### src/rtl/compression_scheduler_pkg.sv
// Shared definitions for the compression scheduler: parameter defaults,
// width helpers and the drain-event classification used by the top level.
package compression_scheduler_pkg;

  localparam int DEF_NUM_STREAM_ELEMENTS      = 4;
  localparam int DEF_NUM_COMPRESSION_ELEMENTS = 2;
  localparam int DEF_MAX_UNCOMPRESSED_BYTES   = 34;

  // Bits needed to hold a record length from 0 up to maxBytes inclusive.
  function automatic int byteCountWidth(input int maxBytes);
    return $clog2(maxBytes + 1);
  endfunction

  // Bits needed to select one of n items, never less than one bit.
  function automatic int selWidth(input int n);
    return (n > 1) ? $clog2(n) : 1;
  endfunction

  // What a cycle's ce_drained pattern means to the order queue.
  typedef enum logic [1:0] {
    DRAIN_NONE,
    DRAIN_POP,
    DRAIN_ERROR
  } drainAction_e;

endpackage

### src/rtl/compression_scheduler_if.sv
// Bundle of request, engine-routing and return-FIFO signals between the
// scheduler (master) and the stream elements / engines / FIFO (slave).
interface compression_scheduler_if #(
  parameter int NUM_STREAM_ELEMENTS      = compression_scheduler_pkg::DEF_NUM_STREAM_ELEMENTS,
  parameter int NUM_COMPRESSION_ELEMENTS = compression_scheduler_pkg::DEF_NUM_COMPRESSION_ELEMENTS,
  parameter int MAX_UNCOMPRESSED_BYTES   = compression_scheduler_pkg::DEF_MAX_UNCOMPRESSED_BYTES
);
  import compression_scheduler_pkg::*;

  localparam int NSE = NUM_STREAM_ELEMENTS;
  localparam int NCE = NUM_COMPRESSION_ELEMENTS;
  localparam int CW  = byteCountWidth(MAX_UNCOMPRESSED_BYTES);
  localparam int SW  = selWidth(NSE);
  localparam int FSW = selWidth(NCE);

  logic [NSE-1:0][CW-1:0] use_byte_count;
  logic [NSE-1:0]         use_taken;
  logic [NCE-1:0][SW-1:0] route_sel;
  logic [NCE-1:0]         ce_load;
  logic [NCE-1:0]         ce_busy;
  logic [NCE-1:0]         ce_out_valid;
  logic [NCE-1:0]         ce_drained;
  logic [FSW-1:0]         fifo_sel;
  logic                   fifo_data_valid;
  logic                   fifo_shift;
  logic [NCE-1:0]         ce_shift;
  logic                   order_error;

  modport master (
    input  use_byte_count, ce_busy, ce_out_valid, ce_drained, fifo_shift,
    output use_taken, route_sel, ce_load, fifo_sel, fifo_data_valid, ce_shift, order_error
  );

  modport slave (
    output use_byte_count, ce_busy, ce_out_valid, ce_drained, fifo_shift,
    input  use_taken, route_sel, ce_load, fifo_sel, fifo_data_valid, ce_shift, order_error
  );

endinterface

### src/rtl/compression_scheduler_sched_order_queue.sv
// Small circular FIFO remembering which engine was loaded in which order,
// so compressed output is returned in dispatch order. Simultaneous push and
// pop are both honoured, including when the queue is full.
module sched_order_queue
  import compression_scheduler_pkg::*;
#(
  parameter int DEPTH = DEF_NUM_COMPRESSION_ELEMENTS,
  parameter int WIDTH = 1
) (
  input  logic             clk,
  input  logic             reset,
  input  logic             i_push,
  input  logic [WIDTH-1:0] i_pushData,
  input  logic             i_pop,
  output logic [WIDTH-1:0] o_head,
  output logic             o_empty
);

  localparam int PW   = selWidth(DEPTH);
  localparam int CNTW = $clog2(DEPTH + 1);

  logic [WIDTH-1:0] r_mem [DEPTH];
  logic [PW-1:0]    r_rdPtr;
  logic [PW-1:0]    r_wrPtr;
  logic [CNTW-1:0]  r_count;
  logic             w_full;
  logic             w_doPop;
  logic             w_doPush;

  function automatic logic [PW-1:0] advance(input logic [PW-1:0] ptr);
    return (ptr == PW'(DEPTH - 1)) ? '0 : ptr + 1'b1;
  endfunction

  assign o_empty  = (r_count == '0);
  assign w_full   = (r_count == CNTW'(DEPTH));
  assign w_doPop  = i_pop && !o_empty;
  assign w_doPush = i_push && (!w_full || w_doPop);
  assign o_head   = o_empty ? '0 : r_mem[r_rdPtr];

  // Advance read/write pointers and track occupancy.
  always_ff @(posedge clk) begin
    if (reset) begin
      r_rdPtr <= '0;
      r_wrPtr <= '0;
      r_count <= '0;
    end else begin
      if (w_doPush) r_wrPtr <= advance(r_wrPtr);
      if (w_doPop)  r_rdPtr <= advance(r_rdPtr);
      if (w_doPush && !w_doPop)
        r_count <= r_count + 1'b1;
      else if (w_doPop && !w_doPush)
        r_count <= r_count - 1'b1;
    end
  end

  // Entry storage needs no reset; occupancy decides what is meaningful.
  always_ff @(posedge clk) begin
    if (w_doPush) r_mem[r_wrPtr] <= i_pushData;
  end

endmodule

### src/rtl/compression_scheduler.sv
// Hands pending records from the stream elements to the shared compression
// engines in strict ring order, then returns the compressed bytes to the
// output FIFO in the same order the records were dispatched.
module compression_scheduler
  import compression_scheduler_pkg::*;
#(
  parameter int NUM_STREAM_ELEMENTS      = DEF_NUM_STREAM_ELEMENTS,
  parameter int NUM_COMPRESSION_ELEMENTS = DEF_NUM_COMPRESSION_ELEMENTS,
  parameter int MAX_UNCOMPRESSED_BYTES   = DEF_MAX_UNCOMPRESSED_BYTES
) (
  input logic                    clk,
  input logic                    reset,
  compression_scheduler_if.master bus
);

  localparam int NSE = NUM_STREAM_ELEMENTS;
  localparam int NCE = NUM_COMPRESSION_ELEMENTS;
  localparam int CW  = byteCountWidth(MAX_UNCOMPRESSED_BYTES);
  localparam int SW  = selWidth(NSE);
  localparam int FSW = selWidth(NCE);

  logic [SW-1:0]          r_nextSe;
  logic [NSE-1:0]         r_takeMask;
  logic [NCE-1:0]         r_reserved;
  logic [NSE-1:0]         r_useTaken;
  logic [NCE-1:0]         r_ceLoad;
  logic [NCE-1:0][SW-1:0] r_routeSel;
  logic                   r_orderError;

  logic [NCE-1:0] w_free;
  logic           w_anyFree;
  logic [FSW-1:0] w_freeIdx;
  logic           w_dispatch;
  logic [FSW-1:0] w_head;
  logic           w_empty;
  drainAction_e   w_drainAction;
  logic           w_pop;
  logic           w_fifoValid;
  logic [NCE-1:0] w_ceShift;

  // An engine freed by a drain this cycle is still reserved here, so it can
  // only be picked up again on the following cycle.
  assign w_free    = ~r_reserved & ~bus.ce_busy;
  assign w_anyFree = |w_free;

  // Pick the lowest-index free engine.
  always_comb begin
    w_freeIdx = '0;
    for (int c = NCE - 1; c >= 0; c--) begin
      if (w_free[c]) w_freeIdx = FSW'(c);
    end
  end

  // Only the element under the ring pointer may go; a held record that was
  // already taken is masked until its count returns to zero.
  assign w_dispatch = (bus.use_byte_count[r_nextSe] != CW'(0)) &&
                      !r_takeMask[r_nextSe] && w_anyFree;

  // Classify drain pulses: a lone pulse from the queue head pops, anything
  // else is a protocol violation that leaves the queue untouched.
  always_comb begin
    w_drainAction = DRAIN_NONE;
    if (bus.ce_drained != '0) begin
      if ($onehot(bus.ce_drained) && !w_empty &&
          bus.ce_drained[w_head] && r_reserved[w_head])
        w_drainAction = DRAIN_POP;
      else
        w_drainAction = DRAIN_ERROR;
    end
  end

  assign w_pop = (w_drainAction == DRAIN_POP);

  sched_order_queue #(
    .DEPTH (NCE),
    .WIDTH (FSW)
  ) u_orderQueue (
    .clk        (clk),
    .reset      (reset),
    .i_push     (w_dispatch),
    .i_pushData (w_freeIdx),
    .i_pop      (w_pop),
    .o_head     (w_head),
    .o_empty    (w_empty)
  );

  // Dispatch bookkeeping, engine reservations and the sticky error flag.
  always_ff @(posedge clk) begin
    if (reset) begin
      r_nextSe     <= '0;
      r_takeMask   <= '0;
      r_reserved   <= '0;
      r_useTaken   <= '0;
      r_ceLoad     <= '0;
      r_routeSel   <= '0;
      r_orderError <= 1'b0;
    end else begin
      r_useTaken <= '0;
      r_ceLoad   <= '0;
      for (int s = 0; s < NSE; s++) begin
        if (bus.use_byte_count[s] == CW'(0)) r_takeMask[s] <= 1'b0;
      end
      if (w_pop) r_reserved[w_head] <= 1'b0;
      if (w_drainAction == DRAIN_ERROR) r_orderError <= 1'b1;
      if (w_dispatch) begin
        r_useTaken[r_nextSe]  <= 1'b1;
        r_takeMask[r_nextSe]  <= 1'b1;
        r_ceLoad[w_freeIdx]   <= 1'b1;
        r_reserved[w_freeIdx] <= 1'b1;
        r_routeSel[w_freeIdx] <= r_nextSe;
        r_nextSe <= (r_nextSe == SW'(NSE - 1)) ? '0 : r_nextSe + 1'b1;
      end
    end
  end

  assign w_fifoValid = !w_empty && bus.ce_out_valid[w_head];

  // Forward the FIFO shift only to the engine currently at the queue head.
  always_comb begin
    w_ceShift         = '0;
    w_ceShift[w_head] = bus.fifo_shift && w_fifoValid;
  end

  assign bus.use_taken       = r_useTaken;
  assign bus.ce_load         = r_ceLoad;
  assign bus.route_sel       = r_routeSel;
  assign bus.order_error     = r_orderError;
  assign bus.fifo_sel        = w_head;
  assign bus.fifo_data_valid = w_fifoValid;
  assign bus.ce_shift        = w_ceShift;

endmodule

### src/flat_wrapper.sv
// flat-port wrapper written by rule: the top's interface ports become plain ports
module compression_scheduler_flat import compression_scheduler_pkg::*;
#(
  parameter int NUM_STREAM_ELEMENTS      = DEF_NUM_STREAM_ELEMENTS,
  parameter int NUM_COMPRESSION_ELEMENTS = DEF_NUM_COMPRESSION_ELEMENTS,
  parameter int MAX_UNCOMPRESSED_BYTES   = DEF_MAX_UNCOMPRESSED_BYTES
)
  (clk, reset, bus_use_byte_count, bus_ce_busy, bus_ce_out_valid, bus_ce_drained, bus_fifo_shift, bus_use_taken, bus_route_sel, bus_ce_load, bus_fifo_sel, bus_fifo_data_valid, bus_ce_shift, bus_order_error);
  compression_scheduler_if #(.NUM_STREAM_ELEMENTS(NUM_STREAM_ELEMENTS), .NUM_COMPRESSION_ELEMENTS(NUM_COMPRESSION_ELEMENTS), .MAX_UNCOMPRESSED_BYTES(MAX_UNCOMPRESSED_BYTES)) bus_i ();
  input logic clk;
  input logic reset;
  input wire logic [$bits(bus_i.use_byte_count)-1:0] bus_use_byte_count;
  input wire logic [$bits(bus_i.ce_busy)-1:0] bus_ce_busy;
  input wire logic [$bits(bus_i.ce_out_valid)-1:0] bus_ce_out_valid;
  input wire logic [$bits(bus_i.ce_drained)-1:0] bus_ce_drained;
  input wire logic [$bits(bus_i.fifo_shift)-1:0] bus_fifo_shift;
  output wire logic [$bits(bus_i.use_taken)-1:0] bus_use_taken;
  output wire logic [$bits(bus_i.route_sel)-1:0] bus_route_sel;
  output wire logic [$bits(bus_i.ce_load)-1:0] bus_ce_load;
  output wire logic [$bits(bus_i.fifo_sel)-1:0] bus_fifo_sel;
  output wire logic [$bits(bus_i.fifo_data_valid)-1:0] bus_fifo_data_valid;
  output wire logic [$bits(bus_i.ce_shift)-1:0] bus_ce_shift;
  output wire logic [$bits(bus_i.order_error)-1:0] bus_order_error;
  assign bus_i.use_byte_count = bus_use_byte_count;
  assign bus_i.ce_busy = bus_ce_busy;
  assign bus_i.ce_out_valid = bus_ce_out_valid;
  assign bus_i.ce_drained = bus_ce_drained;
  assign bus_i.fifo_shift = bus_fifo_shift;
  assign bus_use_taken = bus_i.use_taken;
  assign bus_route_sel = bus_i.route_sel;
  assign bus_ce_load = bus_i.ce_load;
  assign bus_fifo_sel = bus_i.fifo_sel;
  assign bus_fifo_data_valid = bus_i.fifo_data_valid;
  assign bus_ce_shift = bus_i.ce_shift;
  assign bus_order_error = bus_i.order_error;
  compression_scheduler #(.NUM_STREAM_ELEMENTS(NUM_STREAM_ELEMENTS), .NUM_COMPRESSION_ELEMENTS(NUM_COMPRESSION_ELEMENTS), .MAX_UNCOMPRESSED_BYTES(MAX_UNCOMPRESSED_BYTES)) u_core (.clk(clk), .reset(reset), .bus(bus_i));
endmodule
### config.mk
export PLATFORM = sky130hd
export DESIGN_NAME = compression_scheduler_flat
export DESIGN_NICKNAME = d
export VERILOG_FILES = /design/src/rtl/compression_scheduler_pkg.sv /design/src/rtl/compression_scheduler_if.sv /design/src/rtl/compression_scheduler_sched_order_queue.sv /design/src/rtl/compression_scheduler.sv /design/src/flat_wrapper.sv
export SDC_FILE = /design/constraint.sdc
export NUM_CORES = 1
export LEC_CHECK = 0
export ABC_CLOCK_PERIOD_IN_PS = 5720
export BUFFER_PORTS_ARGS = -buffer_cell sky130_fd_sc_hd__buf_2
export CORE_UTILIZATION = 50
export CTS_CLUSTER_DIAMETER = 60
export DETAILED_ROUTE_END_ITERATION = 10
export GPL_ROUTABILITY_DRIVEN = 0
export PLACE_DENSITY_LB_ADDON = 0.08
export SLEW_MARGIN = 25
export SYNTH_ARGS = -nofsm -noshare
export SYNTH_HDL_FRONTEND = slang
export SYNTH_HIERARCHICAL = 1
export SYNTH_SLANG_ARGS = --single-unit
### constraint.sdc
create_clock -name clk -period 5.72 [get_ports clk]
set_input_delay 0.286 -clock clk [delete_from_list [all_inputs] [get_ports clk]]
set_output_delay 0.286 -clock clk [all_outputs]
set_load 0.01 [all_outputs]
After elaboration in Yosys (flattened, before gate mapping)
Memories as Yosys holds them, arrays and structs flattened. A register that Yosys moved wholly into a read port is not among the register bits.
Index checks and enable logic that the tools add are counted.
{"block": "word_totals", "ff_bits": 23, "latch_bits": 0, "ram_bits": 2, "romBits": 0, "inputBits": 33, "out_inout_bits": 15, "word_cells": 113, "n_memories": 1}
{"name": "u_core.u_orderQueue.r_mem", "depth": 2, "word_bits": 1, "rd": 1, "rd_ports_with_merged_regs": 1, "wr": 1, "line_no": "compression_scheduler_sched_order_queue.sv:22", "text": "logic [WIDTH-1:0] r_mem [DEPTH];"}
{"block": "op_classes", "n_addsub": 6, "mul": 0, "n_div": 0, "n_lt_le_gt_ge": 6, "eq_ne": 5, "shifts": 0, "muxes": 45, "n_bitwise": 9, "reduce_logical": 30}
{"operator": "$mux 1", "count": 27}
{"operator": "$logic_not 6->1", "count": 4}
{"operator": "$mux 2", "count": 9}
{"operator": "$logic_and 1x1->1", "count": 14}
{"operator": "$bmux 6 s2", "count": 1}
{"operator": "$and 2x2->2", "count": 3}
{"operator": "$eq 2x2->1 const B", "count": 3}
{"operator": "$mux 6", "count": 1}
{"operator": "$not 2->2", "count": 3}
{"operator": "$reduce_bool 6->1", "count": 1}
{"operator": "$logic_not 1->1", "count": 5}
{"operator": "$add 2x1->2 const B", "count": 2}
{"operator": "$bwmux 4", "count": 1}
{"operator": "$eq 2x1->1 const B", "count": 2}
{"operator": "$lt 1x2->1 const B", "count": 2}
{"operator": "$mux 4", "count": 1}
{"operator": "$or 4x4->4", "count": 1}
{"operator": "$reduce_bool 2->1", "count": 2}
{"operator": "$reduce_or 2->1", "count": 2}
{"operator": "$lt 2x3->1 const B", "count": 1}
{"operator": "$add 1x1->1 const B", "count": 2}
{"operator": "$add 1x1->2", "count": 1}
{"operator": "$bmux 1 s2", "count": 1}
{"operator": "$demux 1 s1", "count": 2}
{"operator": "other kinds (9)", "count": 10}

Depth between registers and ports, before layout
Gate-level depths: netlist of the first run.
{"block": "depth", "depth_word": 16, "ltp_mapped": 11, "ltp_nobuf": 11}

Cells and area by module
The synthesis of the first run kept the hierarchy.
{"module": "compression_scheduler", "instances": 1, "cells_per_inst": 106, "area_each_um2": 969.7, "seq_area_each_um2": 380.4}
{"module": "sched_order_queue", "instances": 1, "cells_per_inst": 28, "area_each_um2": 297.8, "seq_area_each_um2": 160.2}

Worst setup path after synthesis of the first run
OpenSTA, ideal clock, no wires.
{"block": "synth_timing", "path_type": "register to register", "from": "register u_core.u_orderQueue.r_count[0]", "to": "register u_core.u_orderQueue.r_count[1]", "setup_time_ps": 70, "arrival_time_ps": 2234, "required_ps": 5650, "slack_ps": 3416, "path_stages_with_launch": 11, "n_path_buf": 0, "synth_period_minus_slack_ps": 2304, "path_cell_list": "dfxtp_1 nor2_1 nor2_1 nand3_1 a21oi_1 nor2b_1 nor2_1 a21boi_2 ha_1 or3_1 a21oi_1"}
{"block": "synth_via", "elab_chain_len": 15, "word_cells_on_any_way": 27, "classes_between": "2 x add/sub; 2 x eq/ne; 9 x mux; 14 x reduce/logical"}
{"element": "from (decl)", "line_no": "compression_scheduler_sched_order_queue.sv:25", "text": "logic [CNTW-1:0] r_count;"}
{"element": "from (signal assigned)", "line_no": "compression_scheduler_sched_order_queue.sv:50", "text": "r_count <= r_count + 1'b1;"}
{"element": "from (signal assigned)", "line_no": "compression_scheduler_sched_order_queue.sv:52", "text": "r_count <= r_count - 1'b1;"}
{"element": "$logic_not 2->1 (*)", "line_no": "compression_scheduler_sched_order_queue.sv:34", "text": "assign o_empty = (r_count == '0);"}
{"element": "named net u_core.w_empty", "line_no": "compression_scheduler.sv:35", "text": "logic w_empty;"}
{"element": "$mux 1 (*)", "line_no": "compression_scheduler_sched_order_queue.sv:38", "text": "assign o_head = o_empty ? '0 : r_mem[r_rdPtr];"}
{"element": "named net bus_fifo_sel", "line_no": "flat_wrapper.sv:20", "text": "output wire logic [$bits(bus_i.fifo_sel)-1:0] bus_fifo_sel;"}
{"element": "$mux 1 (implied by the code) (2 in series)", "line_no": "compression_scheduler.sv:65", "text": "bus.ce_drained[w_head] && r_reserved[w_head])"}
{"element": "$logic_and 1x1->1", "line_no": "compression_scheduler.sv:64", "text": "if ($onehot(bus.ce_drained) && !w_empty &&"}
{"element": "$logic_and 1x1->1 (*)", "line_no": "compression_scheduler.sv:65"}
{"element": "$mux 2 (*)", "line_no": "compression_scheduler.sv:64"}
{"element": "$mux 2 (*)", "line_no": "compression_scheduler.sv:63", "text": "if (bus.ce_drained != '0) begin"}
{"element": "$eq 2x1->1 (*)", "line_no": "compression_scheduler.sv:72", "text": "assign w_pop = (w_drainAction == DRAIN_POP);"}
{"element": "named net u_core.w_pop", "line_no": "compression_scheduler.sv:37", "text": "logic w_pop;"}
{"element": "$logic_and 1x1->1 (*)", "line_no": "compression_scheduler_sched_order_queue.sv:36", "text": "assign w_doPop = i_pop && !o_empty;"}
{"element": "$logic_or 1x1->1", "line_no": "compression_scheduler_sched_order_queue.sv:37", "text": "assign w_doPush = i_push && (!w_full || w_doPop);"}
{"element": "$logic_and 1x1->1", "line_no": "compression_scheduler_sched_order_queue.sv:37"}
{"element": "$logic_not 1->1", "line_no": "compression_scheduler_sched_order_queue.sv:51", "text": "else if (w_doPop && !w_doPush)"}
{"element": "$logic_and 1x1->1", "line_no": "compression_scheduler_sched_order_queue.sv:51"}
{"element": "$reduce_bool 2->1 (no source line)"}
The timed path passes the listed nets; every way through them passes the cells marked *. The select of a mux whose other input is x is not followed.
A chain may end at the register's enable or synchronous reset.

Final worst setup path of the first run
{"block": "layout_timing", "from": "register u_core.u_orderQueue.r_count[0]", "to": "register u_core.u_orderQueue.r_count[1]"}
{"block": "layout_via", "elab_chain_len": 15, "word_cells_on_any_way": 27, "classes_between": "2 x add/sub; 2 x eq/ne; 9 x mux; 14 x reduce/logical"}
{"element": "$logic_not 2->1 (*)", "line_no": "compression_scheduler_sched_order_queue.sv:34"}
{"element": "named net u_core.w_empty", "line_no": "compression_scheduler.sv:35"}
{"element": "$mux 1", "line_no": "compression_scheduler_sched_order_queue.sv:38"}
{"element": "$mux 1 (implied by the code) (2 in series)", "line_no": "compression_scheduler.sv:65"}
{"element": "$logic_and 1x1->1", "line_no": "compression_scheduler.sv:64"}
{"element": "$logic_and 1x1->1 (*)", "line_no": "compression_scheduler.sv:65"}
{"element": "$mux 2 (*)", "line_no": "compression_scheduler.sv:64"}
{"element": "$mux 2 (*)", "line_no": "compression_scheduler.sv:63"}
{"element": "$eq 2x1->1 (*)", "line_no": "compression_scheduler.sv:72"}
{"element": "named net u_core.w_pop", "line_no": "compression_scheduler.sv:37"}
{"element": "$logic_and 1x1->1 (*)", "line_no": "compression_scheduler_sched_order_queue.sv:36"}
{"element": "$logic_or 1x1->1", "line_no": "compression_scheduler_sched_order_queue.sv:37"}
{"element": "$logic_and 1x1->1", "line_no": "compression_scheduler_sched_order_queue.sv:37"}
{"element": "$logic_not 1->1", "line_no": "compression_scheduler_sched_order_queue.sv:51"}
{"element": "$logic_and 1x1->1", "line_no": "compression_scheduler_sched_order_queue.sv:51"}
{"element": "$reduce_bool 2->1 (no source line)"}
Marked as above.

==> out/qor.csv, run 1 <==
stage;metric;value;unit
critical_path;Setup CP Type;reg -> reg;
drt;drt first pass iters;5;
cells_and_area;Final Non-Filler Cells;211;
grt;largest net degree at the start of global routing;17;
status;status;finished, final reports clean;
drt;DR WL/cell;12.07;um
yosys;Post-Synth Simple-Gate Area;0.2349;
die;die area;2741;um^2
critical_path;CP endpoint;u_core/u_orderQueue/r_count[1];
yosys;post-synthesis compound-gate area fraction;0.1757;
critical_path;Worst Setup End Kind;flip-flop;
critical_path;Required @ worst endpoint;5.98;ns
drt;Post-DRT Antenna Nets;0;
grt;first-pass GRT wire length;4.250;mm
sta;RSZ-0062 raised after global routing;no;
run;max-cap violations;0;
drt;Vias per Instance;5.190;
sta;Tightest Pin Transition;0.4217;ns
place;Area after DPL;1530;um^2
clocking;CTS hold repair buffers;0;
die;Top Ports;48;
cells_and_area;Layout Area Growth over Synthesis;22.80;%
clocking;CTS resizes;0;
yosys;Post-Synth Adder-Cell Area;0.05923;
die;Starting Density;0.5517;
sta;Max Fclk;393.3;MHz
cells_and_area;antenna cells;0;
sta;Final min period;2.542;ns
clocking;TritonCTS buffer count;3;
cells_and_area;nets;223;
yosys;Synth top area share;0.3791;
clocking;Setup Buffers After CTS;0;
yosys;post-synthesis async set-or-reset flop share;0;
sta;max-slew violation count;0;
yosys;number of synthesized flops with an enable pin;2;
yosys;sequential share of the synthesized area;0.4265;
sta;Fin. Hold Viols;0;
grt;vias in the first global route;1018;
die;die height;52.35;um
clocking;Worst-Skew Late Latency;0.32;ns
sta;Slew HR;0.7188;
yosys;syn nets;173;
drt;DRT iter0 DRCs;8;
yosys;synth cell count leaders;24 x dfxtp_1, 24 x nor2_1, 10 x nand2_1;
yosys;Post-synth top flop;dfxtp_1;
worst_hold_path;worst hold path type;in -> reg;
drt;via count;1095;
drt;drt drc;0;
clocking;CTS Sinks;26;
yosys;largest cells by area after synthesis;dfxtp_1 38%, nor2_1 7.1%, ha_1 5.9%;
clocking;Worst-path clk slew;0.13;ns
yosys;count of cell types in the netlist;35;
grt;initial antenna violation count;0;
place;port bufs;47;
clocking;clk root buf;clkbuf_4;
sta;clock skew;0.004670;ns
critical_path;worst reg-to-reg path cell count;10;
sta;Final setup viols;0;
yosys;area leader, netlist;dfxtp_1;
sta;period utilization;0.4445;
grt;Tot GR Track Use;0.2148;
place;Cells after DPL;207;
critical_path;Critical Path Fanout Max;6;
place;HPWL after DPL;2.046;mm
critical_path;critical path data arrival time;2.81;ns
die;Die W;52.35;um
grt;gr ovfl total;0;
yosys;syn_area_per_cell;9.459;um^2
critical_path;worst reg2reg path endpoint;u_core/u_orderQueue/r_count[1];
yosys;main combinational cell family by area after synthesis;simple AND/OR/NAND/NOR gates;
cells_and_area;final instance area;1556;um^2
cells_and_area;layout cells sized above 1;0.3497;
clocking;H-tree lvl count;1;
cells_and_area;fin util;0.6776;
yosys;post-synthesis register bit count;26;
sta;setup TNS;0;ns
yosys;Cell Area, Synth;1267;um^2
yosys;Mapped Cells;134;
critical_path;worst r2r src;u_core/u_orderQueue/r_count[0];
power;Power Density;412.5;nW/um^2
drt;final wirelength;2.546;mm
yosys;mux share of post-synthesis cell area;0.05627;
power;Worst VDD drop;0.0002469;V
power;Power Total;0.6420;mW
critical_path;FF-to-FF setup slack;3.18;ns
clocking;CTS max path bufs;2;
yosys;xor/xnor share of the synthesized area;0.02073;
cells_and_area;Fillers;200;
critical_path;crit path launch type;flip-flop;
clocking;CTS tree;done;
die;core area;2297;um^2
power;Pleak;0.7112;nW
critical_path;Worst Setup SP;u_core/u_orderQueue/r_count[0];
yosys;Ys Warns;6;
die;Rows;17;
logic make-up after synthesis:
| logic type | Yosys count |
|---|---|
| AO/OA/AOI/OAI | 26 |
| XOR/XNOR | 3 |
| adder cells (fa/ha/maj) | 6 |
| buffers and inverters | 9 |
| flip-flops | 26 |
| multiplexers | 7 |
| AND/OR/NAND/NOR | 57 |
flip-flops by register name, indices dropped and copies added (netlist names), named ones only:
register / count
u_core/u_orderQueue/r_count: 2
u_core/bus.use_taken: 4
u_core/u_orderQueue/r_wrPtr: 1
u_core/u_orderQueue/r_rdPtr: 1
u_core/u_orderQueue/r_mem: 2
u_core/bus.ce_load: 2
u_core/r_takeMask: 4
u_core/r_reserved: 2
u_core/bus.route_sel: 4
u_core/r_nextSe: 2
u_core/bus.order_error: 1
placed cells by master (no fill, tap or decap):
| cell type | n |
|---|---|
| a211oi_2 | 2 |
| a211oi_4 | 1 |
| a21boi_2 | 1 |
| a21o_2 | 1 |
| a21oi_1 | 6 |
| a21oi_2 | 1 |
| a311oi_1 | 2 |
| a32o_1 | 4 |
| and2_1 | 5 |
| and2_2 | 1 |
| and3_1 | 2 |
| buf_2 | 47 |
| clkbuf_4 | 3 |
| clkinv_1 | 1 |
| dfxtp_1 | 24 |
| edfxtp_1 | 2 |
| ha_1 | 6 |
| inv_1 | 6 |
| inv_2 | 1 |
| mux2_2 | 1 |
| mux2i_1 | 6 |
| nand2_1 | 10 |
| nand2b_1 | 1 |
| nand3_1 | 3 |
| nand3b_1 | 1 |
| nor2_1 | 24 |
| nor2b_1 | 3 |
| nor3_1 | 2 |
| nor4_4 | 2 |
| o21a_1 | 1 |
| o21ai_0 | 2 |
| o21ai_2 | 2 |
| o32ai_1 | 2 |
| o41ai_1 | 1 |
| or2_2 | 1 |
| or3_1 | 2 |
| xor2_1 | 3 |
critical path, stage by stage, from the launching register on:
cell,delay [ns]
dfxtp_1,0.44
nor2_1,0.09
nor2_1,0.32
nand3_1,0.12
a21oi_1,0.17
nor2b_1,0.25
nor2_1,0.09
a21boi_2,0.21
ha_1,0.29
or3_1,0.36
a21oi_1,0.14
stage by stage:
| step | worst slack, ns | hold WS, ns |
|---|---|---|
| after CTS | 3.193 | 0.2931 |
| after global routing | 2.933 | 0.3014 |
| after global placement | 3.334 | 0.4450 |
| final | 3.178 | 0.3007 |
| after floorplan | 3.416 | 0.3551 |
| after detailed placement | 3.239 | 0.4567 |
report_power, final:
part           total [mW]  switching [mW]  internal, mW  leakage (nW)
clock network      0.0778          0.0522        0.0256        0.0154
registers           0.264          0.0325         0.231         0.215
logic               0.300           0.166         0.134         0.481
total               0.642           0.251         0.391         0.711
worst min-delay path by stage:
stage                                endpoint  cells past startpoint                    start
6_report                 u_core/r_reserved[0]                      3           bus_ce_busy[0]
5_1_grt                  u_core/r_reserved[0]                      3           bus_ce_busy[0]
4_1_cts                 u_core/bus.ce_load[0]                      3           bus_ce_busy[0]
3_5_place_dp           u_core/bus.order_error                      2   u_core/bus.order_error
3_3_place_gp          u_core/bus.route_sel[0]                      2  u_core/bus.route_sel[0]
2_1_floorplan  u_core/u_orderQueue/r_count[1]                      1                    reset
final cells by class:
class,count,area (um^2),share of cell area
repair buffers,47,235.2,0.1511
well taps,28,35.03,0.02251
inverters,7,26.28,0.01688
clock inverters,1,3.754,0.002412
clock buffers,3,22.52,0.01447
flip-flops and latches,26,540.5,0.3473
multi-input cells,99,693.2,0.4453
layer usage:
| layer | up-vias | part of all wire | global-route usage | wire length, um |
|---|---|---|---|---|
| met1 | 484 | 0.43 | 0.2343 | 1091 |
| met3 | 6 | 0.046 | 0.03768 | 116 |
| li1 | 572 | - | - | - |
| met5 | - | 0 | 0 | 0 |
| met4 | 0 | 0.025 | 0.1360 | 63 |
| met2 | 33 | 0.50 | 0.3776 | 1274 |
(Power assumes the default switching activity.)
==> run 2, diff against run 1 <==
--- a/config.mk
+++ b/config.mk
@@ -5,9 +5,9 @@
 export SDC_FILE = /design/constraint.sdc
 export NUM_CORES = 1
 export LEC_CHECK = 0
-export ABC_CLOCK_PERIOD_IN_PS = 5720
+export ABC_CLOCK_PERIOD_IN_PS = 2350
 export BUFFER_PORTS_ARGS = -buffer_cell sky130_fd_sc_hd__buf_2
-export CORE_UTILIZATION = 50
+export CORE_UTILIZATION = 48
 export CTS_CLUSTER_DIAMETER = 60
 export DETAILED_ROUTE_END_ITERATION = 10
 export GPL_ROUTABILITY_DRIVEN = 0
==> constraint.sdc (replaced) <==
create_clock -name clk -period 2.35 [get_ports clk]
set_input_delay 0.1175 -clock clk [delete_from_list [all_inputs] [get_ports clk]]
set_output_delay 0.1175 -clock clk [all_outputs]
set_load 0.01 [all_outputs]
==> run 2 against run 1 <==
Net effect:
- critical path depth did not move
- worst hold slack got worse by 0.18 ns
- global-route usage fell by 2.0 points
- largest power group unchanged
- highest routed layer unchanged
==> out/qor.csv, run 2 (synthesized netlist as in run 1, its figures left out) <==
stage;metric;value;unit;change
place;port bufs;47;;unchanged
critical_path;CP most frequent cell;nor2_1;;
sta;Fin. Hold Viols;0;;unchanged
cells_and_area;Layout Area Growth over Synthesis;28.33;%;
drt;DR WL/cell;11.89;um;-1.4%
die;Top Ports;48;;unchanged
critical_path;Setup CP Type;reg -> reg;;
die;die area;2850;um^2;+4.0%
status;status;finished, final reports clean;;
cells_and_area;Reg area;544.3;um^2;+0.69%
clocking;CTS max path bufs;2;;unchanged
grt;initial antenna violation count;0;;unchanged
sta;period utilization;0.9337;;+0.4892
sta;Max Fclk;455.7;MHz;+16%
grt;GRT Max-Usage Layer;met2;;
sta;Final min period;2.194;ns;-0.3482 ns
sta;RSZ-0062 raised after global routing;no;;
die;die height;53.39;um;+2.0%
power;Worst VDD drop;0.0005557;V;+130%
drt;drt drc;0;;unchanged
cells_and_area;leading cell type in the layout, fill and taps excluded;buf_2;;
die;Die W;53.39;um;+2.0%
run;max-cap violations;0;;unchanged
grt;M1 GR Usage;0.2184;;-0.01598
grt;gr ovfl total;0;;unchanged
critical_path;CP max-delay cell;dfxtp_2;;
sta;max-slew violation count;0;;unchanged
sta;clock skew;0.003879;ns;-0.0007906 ns
grt;vias in the first global route;988;;-2.9%
critical_path;worst path cell trace;nor2_2 -> nor2_1 -> nand3_1 -> a21oi_2 -> nor2b_4 -> nor2_1 -> a21boi_2 -> ha_4 -> or3_1 -> a21oi_1;;
power;Power Total;1.686;mW;+160%
drt;drt first pass iters;4;;-1
drt;via count;1129;;+3.1%
power;Power Density;1036;nW/um^2;+150%
drt;Post-DRT Antenna Nets;0;;unchanged
cells_and_area;fin util;0.6566;;-0.02099
critical_path;Worst Setup End Kind;flip-flop;;
clocking;H-tree lvl count;1;;unchanged
drt;final wirelength;2.593;mm;+1.8%
cells_and_area;layout cells sized above 1;0.4043;;+0.05453
sta;Slew HR;0.7574;;+0.03856
cells_and_area;nets;228;;+2.2%
place;HPWL after DPL;2.091;mm;+2.2%
critical_path;crit path launch type;flip-flop;;
cells_and_area;Fillers;228;;+14%
clocking;clk root buf;clkbuf_4;;
critical_path;Required @ worst endpoint;2.59;ns;-3.39 ns
grt;met3 usage;0.02586;;-0.01182
grt;largest net degree at the start of global routing;17;;unchanged
cells_and_area;antenna cells;0;;unchanged
cells_and_area;area of the multi-input gates;719.4;um^2;+3.8%
clocking;TritonCTS buffer count;3;;unchanged
clocking;Worst-path clk slew;0.14;ns;about the same
sta;hold_ws;0.1236;ns;-0.1771 ns
grt;Tot GR Track Use;0.1946;;-0.02018
critical_path;Critical Path Fanout Max;5;;-1
clocking;Worst-Skew Late Latency;0.31;ns;about the same
sta;Final setup viols;0;;unchanged
cells_and_area;most frequent cells in the layout;47 x buf_2, 23 x nor2_1, 21 x dfxtp_1;;
drt;DRT iter0 DRCs;7;;-1
critical_path;critical path data arrival time;2.44;ns;-0.37 ns
sta;Tightest Pin Transition;0.3627;ns;-0.05894 ns
die;Starting Density;0.5116;;-0.04013
power;Pleak;0.7384;nW;+3.8%
place;Area after DPL;1563;um^2;+2.1%
grt;first-pass GRT wire length;4.015;mm;-5.5%
clocking;CTS Sinks;26;;unchanged
drt;Vias per Instance;5.179;;-0.21%
clocking;CTS tree;done;;
critical_path;slowest stage delay, CP;0.41;ns;-0.03 ns
sta;setup TNS;0;ns;unchanged
worst_hold_path;worst hold path type;in -> reg;;
grt;M2 GR Usage;0.3667;;-0.01097
cells_and_area;final instance area;1627;um^2;+4.5%
die;core area;2477;um^2;+7.8%
die;Rows;18;;+1
[run 2: final timing paths]
kind	startpoint	endpoint	slack (ns)	cells past startpoint
max reg2reg	u_core/u_orderQueue/r_count[0]	u_core/u_orderQueue/r_count[1]	0.16	10
max	u_core/u_orderQueue/r_count[0]	u_core/u_orderQueue/r_count[1]	0.16	10
min reg2reg	u_core/bus.route_sel[0]	u_core/bus.route_sel[0]	0.47	2
min	bus_ce_busy[0]	u_core/r_reserved[0]	0.12	3
[run 2: stage by stage]
step / setup WS (ns) / cells
after floorplan: 0.04607 / 134
after global placement: 0.1550 / 213
after detailed placement: 0.02329 / 213
after CTS: 0.01932 / 217
after global routing: 0.01183 / 218
final: 0.1558 / 218
[run 2: layer usage]
layer | part of all wire | vias up
met3 | 0.044 | 2
met5 | 0 | -
met1 | 0.40 | 517
li1 | - | 581
met2 | 0.54 | 29
met4 | 0.0058 | 0
[run 2: final cells by class]
class	instances	area share
sequential	26	0.3346
multi-input combinational	99	0.4423
timing repair buffer	52	0.1677
clock buffer	3	0.01385
inverter	7	0.01615
tap	30	0.02308
clock inverter	1	0.002308
[run 2: worst max-delay path: cells and delay by family (launching register included)]
family	cells	cell delay, ns
AOI/OAI and AO/OA	3	0.54
adders and majority gates	1	0.24
DFF	1	0.41
and+or+nand+nor	6	0.94
[run 2: power by group]
group          internal (mW)  total (mW)  switching [mW]
combinational          0.420       0.846           0.427
sequential             0.567       0.652          0.0848
clock                 0.0620       0.187           0.125
[run 2: repair_timing]
item	in CTS	in global routing
pin swaps	0	2
setup endpoints to repair	1	1
hold buffers	0	0
cloned	0	0
resized for setup	1	8
setup buffers	0	1
